**src/rtl/vote_tally_accum.sv**
```systemverilog
// -----------------------------------------------------------------------------
// vote_tally_accum
//
// Multi-channel vote accumulator. Each of NUM_CAND candidates owns one
// WIDTH-bit saturating counter that is bumped by one for every accepted
// vote. A one-cycle clear_req pulse starts a sequential sweep that zeroes
// one counter per cycle, and a registered readback port returns the count
// of any selected candidate one cycle later.
//
// Optional build feature (macro VOTE_TALLY_TOTAL_EN):
//   defined   -> adds total_count, a saturating count of every accepted
//                legal vote (including votes to a saturated candidate),
//                zeroed by reset and on the first sweep cycle.
//   undefined -> total_count port and its logic are absent.
//
// Ports:
//   clk          in   rising-edge clock
//   rst_n        in   asynchronous active-low reset
//   vote_valid   in   vote request present
//   vote_idx     in   candidate receiving the vote (IDX_W bits)
//   vote_ready   out  block accepts a vote this cycle
//   clear_req    in   one-cycle pulse that starts the clear sweep
//   busy         out  clear sweep in progress
//   rd_idx       in   readback candidate select (IDX_W bits)
//   rd_count     out  registered count of rd_idx (0 for rd_idx >= NUM_CAND)
//   sat_flag     out  sticky: some vote hit a saturated counter
//   idx_err      out  sticky: a vote was accepted with vote_idx >= NUM_CAND
//   total_count  out  (VOTE_TALLY_TOTAL_EN only) total accepted legal votes
//   fsm_state    out  debug view of the control FSM (0 = IDLE, 1 = CLEAR)
//
// Handshake: a vote transfers on a rising edge where vote_valid and
// vote_ready are both high. vote_ready depends only on the registered FSM
// state, never combinationally on vote_valid, so the upstream may hold a
// vote for as long as it likes; it is consumed on the first ready edge.
// -----------------------------------------------------------------------------
module vote_tally_accum #(
    parameter int NUM_CAND = 4,
    parameter int WIDTH    = 8,
    parameter int IDX_W    = 4
) (
    input  logic                   clk,
    input  logic                   rst_n,
    input  logic                   vote_valid,
    input  logic [IDX_W-1:0]       vote_idx,
    output logic                   vote_ready,
    input  logic                   clear_req,
    output logic                   busy,
    input  logic [IDX_W-1:0]       rd_idx,
    output logic [WIDTH-1:0]       rd_count,
    output logic                   sat_flag,
    output logic                   idx_err,
`ifdef VOTE_TALLY_TOTAL_EN
    output logic [WIDTH+IDX_W-1:0] total_count,
`endif
    output logic                   fsm_state
);

    typedef enum logic [0:0] {
        ST_IDLE  = 1'b0,
        ST_CLEAR = 1'b1
    } state_t;

    localparam logic [WIDTH-1:0] CNT_MAX  = '1;
    localparam logic [IDX_W-1:0] LAST_IDX = IDX_W'(NUM_CAND - 1);

    state_t               state;
    state_t               state_nxt;

    logic [WIDTH-1:0]     counts [NUM_CAND];
    logic [IDX_W-1:0]     clr_ptr;
    logic                 clr_last;

    logic [NUM_CAND-1:0]  vote_hit;
    logic [WIDTH-1:0]     vote_cur;
    logic [WIDTH-1:0]     rd_sel;
    logic                 vote_legal;
    logic                 vote_accept;
    logic                 vote_at_max;

    // ------------------------------------------------------------------
    // Control FSM: state register
    // ------------------------------------------------------------------
    always_ff @(posedge clk or negedge rst_n) begin
        if (!rst_n) begin
            state <= ST_IDLE;
        end else begin
            state <= state_nxt;
        end
    end

    // ------------------------------------------------------------------
    // Control FSM: next-state logic
    // A clear_req seen while already sweeping is simply not looked at,
    // so the sweep never restarts.
    // ------------------------------------------------------------------
    always_comb begin
        state_nxt = state;
        case (state)
            ST_IDLE: begin
                if (clear_req) begin
                    state_nxt = ST_CLEAR;
                end
            end
            ST_CLEAR: begin
                if (clr_last) begin
                    state_nxt = ST_IDLE;
                end
            end
            default: state_nxt = ST_IDLE;
        endcase
    end

    // ------------------------------------------------------------------
    // Control FSM: outputs
    // ------------------------------------------------------------------
    always_comb begin
        vote_ready = 1'b0;
        busy       = 1'b0;
        case (state)
            ST_IDLE:  vote_ready = 1'b1;
            ST_CLEAR: busy       = 1'b1;
            default: begin
                vote_ready = 1'b0;
                busy       = 1'b0;
            end
        endcase
    end

    assign fsm_state = state;

    // ------------------------------------------------------------------
    // Sweep pointer. Held at 0 while idle so the sweep always starts at
    // candidate 0; advances once per CLEAR cycle.
    // ------------------------------------------------------------------
    always_ff @(posedge clk or negedge rst_n) begin
        if (!rst_n) begin
            clr_ptr <= '0;
        end else if (state == ST_CLEAR) begin
            clr_ptr <= clr_ptr + 1'b1;
        end else begin
            clr_ptr <= '0;
        end
    end

    assign clr_last = (state == ST_CLEAR) && (clr_ptr == LAST_IDX);

    // ------------------------------------------------------------------
    // Index decode. Matching against each legal index (rather than
    // indexing the array directly) makes out-of-range indices fall out
    // naturally: no hit, so the vote is illegal and readback returns 0.
    // ------------------------------------------------------------------
    always_comb begin
        vote_hit = '0;
        vote_cur = '0;
        rd_sel   = '0;
        for (int i = 0; i < NUM_CAND; i++) begin
            if (vote_idx == IDX_W'(i)) begin
                vote_hit[i] = 1'b1;
                vote_cur    = counts[i];
            end
            if (rd_idx == IDX_W'(i)) begin
                rd_sel = counts[i];
            end
        end
    end

    assign vote_legal  = |vote_hit;
    assign vote_accept = vote_valid & vote_ready;
    assign vote_at_max = (vote_cur == CNT_MAX);

    // ------------------------------------------------------------------
    // Candidate counters. Sweep zeroing and vote increments never collide
    // because votes are only accepted while idle.
    // ------------------------------------------------------------------
    always_ff @(posedge clk or negedge rst_n) begin
        if (!rst_n) begin
            for (int i = 0; i < NUM_CAND; i++) begin
                counts[i] <= '0;
            end
        end else begin
            for (int i = 0; i < NUM_CAND; i++) begin
                if ((state == ST_CLEAR) && (clr_ptr == IDX_W'(i))) begin
                    counts[i] <= '0;
                end else if (vote_accept && vote_hit[i] && (counts[i] != CNT_MAX)) begin
                    counts[i] <= counts[i] + 1'b1;
                end
            end
        end
    end

    // ------------------------------------------------------------------
    // Registered readback: samples the pre-increment value of the edge.
    // ------------------------------------------------------------------
    always_ff @(posedge clk or negedge rst_n) begin
        if (!rst_n) begin
            rd_count <= '0;
        end else begin
            rd_count <= rd_sel;
        end
    end

    // ------------------------------------------------------------------
    // Sticky flags, dropped together on the last sweep cycle.
    // ------------------------------------------------------------------
    always_ff @(posedge clk or negedge rst_n) begin
        if (!rst_n) begin
            sat_flag <= 1'b0;
        end else if (clr_last) begin
            sat_flag <= 1'b0;
        end else if (vote_accept && vote_legal && vote_at_max) begin
            sat_flag <= 1'b1;
        end
    end

    always_ff @(posedge clk or negedge rst_n) begin
        if (!rst_n) begin
            idx_err <= 1'b0;
        end else if (clr_last) begin
            idx_err <= 1'b0;
        end else if (vote_accept && !vote_legal) begin
            idx_err <= 1'b1;
        end
    end

`ifdef VOTE_TALLY_TOTAL_EN
    // ------------------------------------------------------------------
    // Grand total of legal votes. Counts even when the candidate itself
    // is saturated; zeroed on the first sweep cycle.
    // ------------------------------------------------------------------
    always_ff @(posedge clk or negedge rst_n) begin
        if (!rst_n) begin
            total_count <= '0;
        end else if ((state == ST_CLEAR) && (clr_ptr == '0)) begin
            total_count <= '0;
        end else if (vote_accept && vote_legal && (total_count != '1)) begin
            total_count <= total_count + 1'b1;
        end
    end
`else
    // No grand-total counter in this build.
`endif

endmodule

```
**config.mk**
```make
export PLATFORM = sky130hd
export DESIGN_NAME = vote_tally_accum
export DESIGN_NICKNAME = d
export VERILOG_FILES = /design/src/rtl/vote_tally_accum.sv
export SDC_FILE = /design/constraint.sdc
export NUM_CORES = 1
export LEC_CHECK = 0
export ABC_CLOCK_PERIOD_IN_PS = 4100
export BUFFER_PORTS_ARGS = -buffer_cell sky130_fd_sc_hd__buf_2
export CORE_MARGIN = 2
export CORE_UTILIZATION = 30
export CTS_CLUSTER_SIZE = 14
export DETAILED_ROUTE_END_ITERATION = 8
export MAX_ROUTING_LAYER = met4
export PLACE_DENSITY_LB_ADDON = 0.25
export SLEW_MARGIN = 20
export SYNTH_ARGS = -nofsm -noshare
export SYNTH_HDL_FRONTEND = slang
export SYNTH_SLANG_ARGS = --single-unit
```
**constraint.sdc**
```tcl
create_clock -name clk -period 4.1 [get_ports clk]
set_input_delay 0.41 -clock clk [delete_from_list [all_inputs] [get_ports clk]]
set_output_delay 0.41 -clock clk [all_outputs]
set_load 0.03 [all_outputs]
```
==> results of run 1 <==
power by group through the flow:
stage | combinational [mW] | clock (mW) | sequential [mW]
6_report | 0.302 | 0.400 | 0.592
3_5_place_dp | 0.308 | 0 | 0.601
2_1_floorplan | 0.207 | 0 | 0.600
4_1_cts | 0.309 | 0.412 | 0.594
3_3_place_gp | 0.303 | 0 | 0.598
5_1_grt | 0.343 | 0.426 | 0.603
worst paths after layout:
| kind | to | depth (start not counted) |
|---|---|---|
| hold reg to reg | clr_ptr[0] | 1 |
| setup / recovery | counts[22] | 4 |
| min in group clk | fsm_state | 3 |
| max in group asynchronous | counts[9] | 1 |
| setup reg to reg | counts[22] | 4 |
| hold / removal | counts[25] | 1 |
registers in the layout (all words and copies together) (netlist names):
register   cells
fsm_state      1
sat_flag       1
counts        32
clr_ptr        4
idx_err        1
rd_count       8
final cells by class:
class | count | area, µm²
Fill cell | 851 | 5350
Multi-Input combinational cell | 209 | 1353
Sequential cell | 47 | 1176
Tap cell | 105 | 131.4
Timing Repair Buffer | 24 | 122.6
Clock buffer | 6 | 72.57
Clock inverter | 2 | 60.06
Inverter | 9 | 33.78
layer usage:
metal | global-route usage | routed length [µm]
met2 | 0.2099 | 2789
met4 | 0.04117 | 50
met5 | - | 0
met1 | 0.2121 | 3176
met3 | 0.02240 | 418
kinds of logic (layout without fill, tap and decap cells):
group / after synthesis / after routing
compound gates: 62 / 62
buf+inv: 19 / 41
mux: 14 / 14
flops: 47 / 47
xor+xnor: 6 / 6
fa+ha+maj: 8 / 8
simple gates: 119 / 119
cell usage in the layout, fill, tap and decap left out, types with 3 or more instances in the layout:
cell      instances
a21oi_1          21
a22oi_1           8
a31oi_1           3
and2_1            6
and4_1            3
buf_2            23
clkbuf_8          5
dfrtp_1          47
ha_1              8
inv_1             9
mux2_2            8
mux2i_1           6
nand2_1          35
nand3_1          13
nand4_1           4
nor2_1           17
nor4_1            3
o21ai_0          11
o31ai_1           6
or2_2             5
or3_1            12
or4_1             8
xnor2_1           4
==> impl_metrics.tcl, run 1 <==
set metrics [dict create \
    cts_setup_buffers 0 \
    intPower_uw 863.3 \
    path_max_fanout 12 \
    vias 2148 \
    dp_hpwl_um 4732 \
    place.gp.congestion 0.8513 \
    fin_ws_ns 1.530 \
    regToRegSetupSlack_ns 1.53 \
    p_sw_uw 430.5 \
    drt_first_pass_iters 4 \
    hp-class "input port to async pin" \
    final_hold_viol_count 0 \
    synth_xor_area_frac 0.02026 \
    finalMaxSlewViolations 0 \
    dieArea_mm2 0.009405 \
    port_buffers 24 \
    arrival_ns 2.80 \
    fin_util 0.3553 \
    leakagePower_nw 1.272 \
    total_power_mw 1.294 \
    synthSimpleGateAreaFrac 0.2460 \
    rows 33 \
    worst_pin_slew_ns 0.8305 \
    fin_skew_ns 0.009844 \
    ios 25 \
    period_share 0.6268 \
    first_global_vias 2063 \
    end_kind "register" \
    vdd_drop_max_mv 0.3461 \
    synth_top_area_frac 0.4534 \
    grt_first_pass_wirelength_um 10770 \
    wirelength_um 6435 \
    fin_cells 402 \
    synth-compound-area-share 0.1539 \
    cp_data_required_time_ns 4.33 \
    cts_buffers 5 \
    slew_headroom 0.4452 \
    synthToLayoutAreaGrowth_pct 13.70 \
    placed_cell_area_mm2 0.002808 \
    ys_seq_area_frac 0.4534 \
    power_frac_seq 0.458 \
    overflow 0 \
    ys_ff_latch 47 \
    crit_type "register to register" \
    crit_chain "nor4b_2 -> o2111ai_1 -> or4_1 -> a21oi_1" \
    cts_sinks 47 \
    synth.area.mux_share 0.05789 \
    synth_top_family_by_area "simple AND/OR/NAND/NOR gates" \
    yosysUniqueCellTypes 45 \
    fin_crit_ns 2.570 \
    hold_buffers 0 \
    initial_core_util 0.3125 \
    grt_usage 0.1455 \
    stdcell_area_mm2 0.002949 \
    nNetsFinal 316 \
    dp.cells 394 \
    fp.dieH_um 96.98 \
    grt_max_degree 48 \
    async_flop_share 1.000 \
    post_cts_resized 0 \
    setup_tns_ns 0 \
    slowest_stage "nor4b_2" \
    synth.most_common_cell "dfrtp_1" \
    worst-path-buf-inv 0 \
    avgRoutedWirePerCell_um 16.01 \
    die_w_um 96.98 \
    combPwrFrac 0.234 \
    synth_nets 295 \
    antenna_found_initial 0 \
    synth_fa_ha_area_frac 0.03859 \
    clk_pin_slew_ns 0.09 \
    rsz0062_at_grt "no" \
    timing.hold.ws_ns 0.1001 \
    setup_violations 0 \
    synth.avg_cell_area_um2 9.432 \
    num_antenna_cells 0 \
    postRouteAntennaNets 0 \
    drv_cap 0 \
    synth_warnings 0 \
    h-tree-depth 2 \
    remaining_drc_errors 0 \
    synth-edff-count 0 \
    clockPowerShare 0.309 \
    max_freq_ghz 0.3891 \
    synth.cell_area_mm2 0.002594 \
    power_density_mw_per_mm2 438.7 \
    cts_root_buffer "clkbuf_8" \
    critPathLaunchType "register" \
    switching_share 0.3327 \
    synth_top_area_cell "dfrtp_1" \
    vias_per_cell 5.343 \
    netlist_instances 275 \
    status "finished clean" \
    crit_start "fsm_state" \
    core_mm2 0.008299 \
    ys_top_cells_by_area "dfrtp_1 (45%), nand2_1 (5.1%), a21oi_1 (4.1%)" \
    synth_commonest_cells "dfrtp_1 (47), nand2_1 (35), a21oi_1 (21)" \
    cts_tree "done" \
    drive_gt1_frac 0.1650 \
    clockBufferDepth 2 \
    clk-insertion-delay-late_ns 0.30 \
    drt_iter0_drc 192 \
    crit_path_max_incr_delay_ns 0.73 \
    dp_slack_ns 1.551 \
    crit_family "simple AND/OR/NAND/NOR gates" \
    r2r_start "fsm_state" \
    ys.flop_type "dfrtp_1" \
]
Note: power is estimated with default switching activity, not from simulation.
==> run 2: changes to the inputs <==
ABC_CLOCK_PERIOD_IN_PS = 2390   (was 4100)
clock period = 2.39 ns   (was 4.1 ns; I/O delays follow)
==> run 2 against run 1 <==
Against the previous run: clock skew shrank 0.0055 ns; critical path depth did not move; clock power increased by 55%; clock-buffer cell count unchanged; register-to-register slack lost 1.3 ns; highest routed layer unchanged.
==> impl_metrics.tcl, run 2 (same netlist as run 1, synthesis figures left out) <==
set metrics [dict create \
    intPower_mw 1.418 \
    dieArea_mm2 0.009405 \
    clk-insertion-delay-late_ns 0.30 \
    drive_gt1_frac 0.1836 \
    antenna_found_initial 0 \
    overflow 0 \
    power_density_mw_per_mm2 727.3 \
    setup_violations 0 \
    cts_sinks 47 \
    avgRoutedWirePerCell_um 15.24 \
    postRouteAntennaNets 0 \
    cts_tree "done" \
    hp-class "input port to async pin" \
    nNetsFinal 324 \
    port_buffers 24 \
    period_share 0.9189 \
    combPwrFrac 0.255 \
    dp.cells 402 \
    vias 2175 \
    final_hold_viol_count 0 \
    post_cts_resized 0 \
    power_frac_seq 0.459 \
    arrival_ns 2.43 \
    crit_type "register to register" \
    vias_per_cell 5.305 \
    p_sw_uw 749.1 \
    setup_tns_ns 0 \
    met1_usage 0.2078 \
    crit_chain "or4b_1 -> or3_1 -> or4_1 -> a21oi_1" \
    final_cell_mix "dfrtp_1 (47), nand2_1 (35), buf_2 (24)" \
    clockBufferDepth 2 \
    crit_start "fsm_state" \
    die_w_um 96.98 \
    drv_cap 0 \
    grt_max_degree 48 \
    rows 33 \
    remaining_drc_errors 0 \
    drt_iter0_drc 132 \
    initial_core_util 0.3125 \
    grt_first_pass_wirelength_um 10520 \
    dp_slack_ns 0.2233 \
    cp_data_required_time_ns 2.62 \
    fin_skew_ns 0.004389 \
    clockPowerShare 0.287 \
    wirelength_um 6249 \
    hold_buffers 0 \
    timing.hold.ws_ns 0.01035 \
    status "finished clean" \
    cts_root_buffer "clkbuf_8" \
    slew_headroom 0.4594 \
    seqCellArea_mm2 0.001176 \
    dp_hpwl_um 4660 \
    final_common_cell "dfrtp_1" \
    fp.dieH_um 96.98 \
    crit_path_max_incr_delay_ns 0.59 \
    stdcell_area_mm2 0.002979 \
    drt_first_pass_iters 5 \
    fillerInstances 839 \
    cts_setup_buffers 0 \
    slowest_stage "or4b_1" \
    placed_cell_area_mm2 0.002861 \
    multi_input_area_mm2 0.001340 \
    num_antenna_cells 0 \
    core_mm2 0.008299 \
    r2r_start "fsm_state" \
    critPathLaunchType "register" \
    clk_pin_slew_ns 0.09 \
    fin_ws_ns 0.1938 \
    max_freq_ghz 0.4553 \
    place.gp.congestion 0.8271 \
    worst_pin_slew_ns 0.8092 \
    leakagePower_nw 1.304 \
    vdd_drop_max_mv 0.6234 \
    top_regs "counts x32, rd_count x8, clr_ptr x4" \
    fin_cells 410 \
    grt_usage 0.1420 \
    rsz0062_at_grt "no" \
    cts_buffers 5 \
    busiest_layer "met1" \
    ios 25 \
    largest_reg_flops 32 \
    first_global_vias 2027 \
    met2_usage 0.2046 \
    path_max_fanout 10 \
    end_kind "register" \
    switching_share 0.3457 \
    largest_register "counts" \
    synthToLayoutAreaGrowth_pct 14.86 \
    fin_crit_ns 2.196 \
    fin_util 0.3590 \
    finalMaxSlewViolations 0 \
    total_power_mw 2.167 \
    h-tree-depth 2 \
    met3_usage 0.02529 \
]
==> run 2: power by group through the flow <==
stage | registers, mW | logic (mW) | clock network, mW
6_report | 0.994 | 0.552 | 0.621
5_1_grt | 1.01 | 0.621 | 0.677
4_1_cts | 0.993 | 0.566 | 0.640
3_5_place_dp | 1.01 | 0.564 | 0
3_3_place_gp | 1.01 | 0.561 | 0
2_1_floorplan | 1.03 | 0.354 | 0
==> run 2: cell type report <==
type,instances,area share
multi-input combinational,209,0.4498
sequential,47,0.3948
timing repair buffer,32,0.06048
tap,105,0.04410
clock buffer,6,0.02772
clock inverter,2,0.01176
inverter,9,0.01134
==> run 2: path summary, 6_finish.rpt <==
| path | slack, ns | cells after the start | end |
|---|---|---|---|
| min in group clk | 0.19 | 3 | fsm_state |
| max reg2reg | 0.19 | 4 | counts[15] |
| max in group asynchronous | 1.96 | 2 | counts[22] |
| min reg2reg | 0.51 | 2 | idx_err |
| max | 0.19 | 4 | counts[15] |
| min | 0.01 | 2 | counts[26] |
==> run 2: metal layers <==
| layer | routed length [µm] | vias to the layer above |
|---|---|---|
| met2 | 2807 | 50 |
| met3 | 305 | 7 |
| met4 | 51 | 0 |
| met1 | 3086 | 1043 |
| li1 | - | 1075 |
| met5 | 0 | - |
==> run 2: worst max-delay path, delay by kind of cell (launching register included) <==
| family | cells | cell delay [ns] |
|---|---|---|
| flops | 1 | 0.38 |
| compound gates | 1 | 0.15 |
| simple gates | 3 | 1.60 |
==> run 3: changes to the inputs <==
ABC_AREA = 1   (was not set)
GPL_ROUTABILITY_DRIVEN = 0   (was not set)
==> run 3 against run 2 <==
Against the previous run: register-to-register slack improved by 0.58 ns; via count up 13%; utilization decreased by 1.7 points; first-iteration DRC count is 6.1% higher; global-route usage increased by 0.60 points; combinational power is 17% higher; worst setup slack better by 0.58 ns; non-clock buffer count fell by 5; critical path depth increased by 4; clock skew rose by 0.0061 ns; synthesized area up 7.7%; clock power decreased by 19%.
==> impl_metrics.tcl, run 3 <==
set metrics [dict create \
    intPower_mw 1.302 \
    vdd_drop_max_mv 0.4567 \
    final_hold_viol_count 0 \
    crit_start "fsm_state" \
    netlist_instances 368 \
    wirelength_um 6636 \
    postRouteAntennaNets 0 \
    cp_common_cell "nand2_1" \
    synth.avg_cell_area_um2 7.589 \
    synth_commonest_cells "nand2_1 (67), inv_1 (57), dfrtp_1 (47)" \
    crit_family "simple AND/OR/NAND/NOR gates" \
    synth.most_common_cell "nand2_1" \
    avgRoutedWirePerCell_um 12.99 \
    crit_chain "inv_2 -> nand2_1 -> nor2_1 -> nand2_1 -> nand2_4 -> nand2_1 -> o21ai_0 -> a21oi_1" \
    fin_crit_ns 1.619 \
    clockBufferDepth 2 \
    synth-edff-count 0 \
    slowest_stage "dfrtp_1" \
    regToRegSetupSlack_ns 0.77 \
    hold_buffers 1 \
    hold_path.startpoint "clear_req" \
    synth_top_area_cell "dfrtp_1" \
    slew_headroom 0.6921 \
    power_density_mw_per_mm2 686.4 \
    reg2reg_to "counts[29]" \
    worst_pin_slew_ns 0.4614 \
    r2r_start "fsm_state" \
    cts_tree "done" \
    power_frac_seq 0.464 \
    nNetsFinal 419 \
    drive_gt1_frac 0.1525 \
    ys_top_cells_by_area "dfrtp_1 (42%), nand2_1 (9.0%), inv_1 (7.7%)" \
    remaining_drc_errors 0 \
    crit_path_max_incr_delay_ns 0.45 \
    largest_reg_flops 32 \
    dp_hpwl_um 5239 \
    synth.cell_area_mm2 0.002793 \
    final_common_cell "nand2_1" \
    p_sw_uw 848.1 \
    clk_pin_slew_ns 0.10 \
    setup_tns_ns 0 \
    combPwrFrac 0.300 \
    dieArea_mm2 0.01010 \
    crit_type "register to register" \
    initial_core_util 0.3051 \
    end_kind "register" \
    fin_skew_ns 0.01050 \
    path_max_fanout 8 \
    status "finished clean" \
    ys_ff_latch 47 \
    ios 25 \
    vias_per_cell 4.818 \
    fp.dieH_um 100.5 \
    clk-insertion-delay-late_ns 0.31 \
    first_global_vias 2415 \
    overflow 0 \
    max_freq_ghz 0.6176 \
    drt_first_pass_iters 5 \
    worst-path-stages 8 \
    grt_usage 0.1480 \
    period_share 0.6775 \
    synth_nets 388 \
    drt_iter0_drc 140 \
    cts_buffers 5 \
    grt_max_degree 21 \
    rr_worst_depth 8 \
    drv_cap 0 \
    ys_seq_area_frac 0.4211 \
    antenna_found_initial 0 \
    final_cell_mix "nand2_1 (67), inv_1 (57), dfrtp_1 (47)" \
    rows 35 \
    rsz0062_at_grt "no" \
    dp_slack_ns 0.7039 \
    cts_sinks 47 \
    cts_setup_buffers 0 \
    yosysUniqueCellTypes 28 \
    core_mm2 0.009153 \
    h-tree-depth 2 \
    switching_share 0.3945 \
    die_w_um 100.5 \
    synthToLayoutAreaGrowth_pct 12.14 \
    hp-class "input port to register" \
    synth_warnings 0 \
    port_buffers 24 \
    cts_root_buffer "clkbuf_8" \
    arrival_ns 1.82 \
    finalMaxSlewViolations 0 \
    largest_register "counts" \
    fin_util 0.3422 \
    clockPowerShare 0.236 \
    vias 2462 \
    setup_violations 0 \
    leakagePower_nw 1.507 \
    top_regs "counts x32, rd_count x8, clr_ptr x4" \
    fin_ws_ns 0.7707 \
    post_cts_resized 0 \
    critPathLaunchType "register" \
    grt_first_pass_wirelength_um 11550 \
    cp_data_required_time_ns 2.59 \
    synth_top_area_frac 0.4211 \
    worst-path-buf-inv 1 \
    num_antenna_cells 0 \
    ys.flop_type "dfrtp_1" \
    cp-endpoint "counts[29]" \
    async_flop_share 1.000 \
]
==> run 3: cell types whose count changed after synthesis, sizes merged, moves of 9 or more <==
cell   previous run  this run
inv               9        61
o21ai            11        41
nor2             17        51
a21oi            21         9
or3              12         0
nand3            13        38
nand2            35        74
nand4             4        13
==> run 3: metrics by stage <==
step	cell area [µm²]	hold WS, ns	power (mW)	instances
2_1_floorplan	2793	-0.05659	1.506	368
3_3_place_gp	3034	0.1626	1.653	502
3_5_place_dp	3034	0.1535	1.663	502
4_1_cts	3132	0.1427	2.172	511
5_1_grt	3132	0.1513	2.297	511
6_report	3132	0.1564	2.150	511
==> run 3: worst min path at each step <==
| stage | to | depth (start not counted) | slack [ns] |
|---|---|---|---|
| final | fsm_state | 3 | 0.16 |
| after CTS | fsm_state | 3 | 0.14 |
| after global routing | fsm_state | 3 | 0.15 |
| after floorplan | clr_ptr[0] | 0 | -0.06 |
| after detailed placement | counts[6] | 1 | 0.15 |
| after global placement | counts[6] | 1 | 0.16 |
==> run 3: routing by layer <==
metal  track usage  vias up  wire length [µm]
met4       0.06322        0               170
met5             -        -                 0
met1        0.2009     1124              3173
met3       0.02011       14               302
li1              -     1261                 -
met2        0.2225       63              2989
==> run 3: logic make-up (layout without fill, tap and decap cells) <==
logic type	after synthesis	in the layout	synth area share
simple gates	184	184	0.3150
flops	47	47	0.4211
compound gates	59	59	0.1169
xor+xnor	5	5	0.01568
buf+inv	65	97	0.09543
fa+ha+maj	8	8	0.03584
==> run 3: power by group through the flow <==
stage | clock network (mW) | registers, mW | logic, mW
after floorplan | 0 | 1.04 | 0.468
after CTS | 0.522 | 1.00 | 0.650
after global routing | 0.558 | 1.02 | 0.723
after global placement | 0 | 1.01 | 0.641
after detailed placement | 0 | 1.01 | 0.650
final | 0.506 | 0.998 | 0.646
==> run 3: worst register-to-register path: cells and delay by family (launching register included) <==
kind / cells / cell delay, ns
compound gates: 2 / 0.20
buf+inv: 1 / 0.14
flops: 1 / 0.45
simple gates: 5 / 0.73
==> run 3: final cells by class <==
| cell class | count | area, µm² |
|---|---|---|
| Multi-Input combinational cell | 256 | 1350 |
| Sequential cell | 47 | 1176 |
| Clock inverter | 3 | 18.77 |
| Clock buffer | 5 | 68.82 |
| Timing Repair Buffer | 27 | 145.1 |
| Fill cell | 925 | 6021 |
| Inverter | 62 | 234.0 |
| Tap cell | 111 | 138.9 |
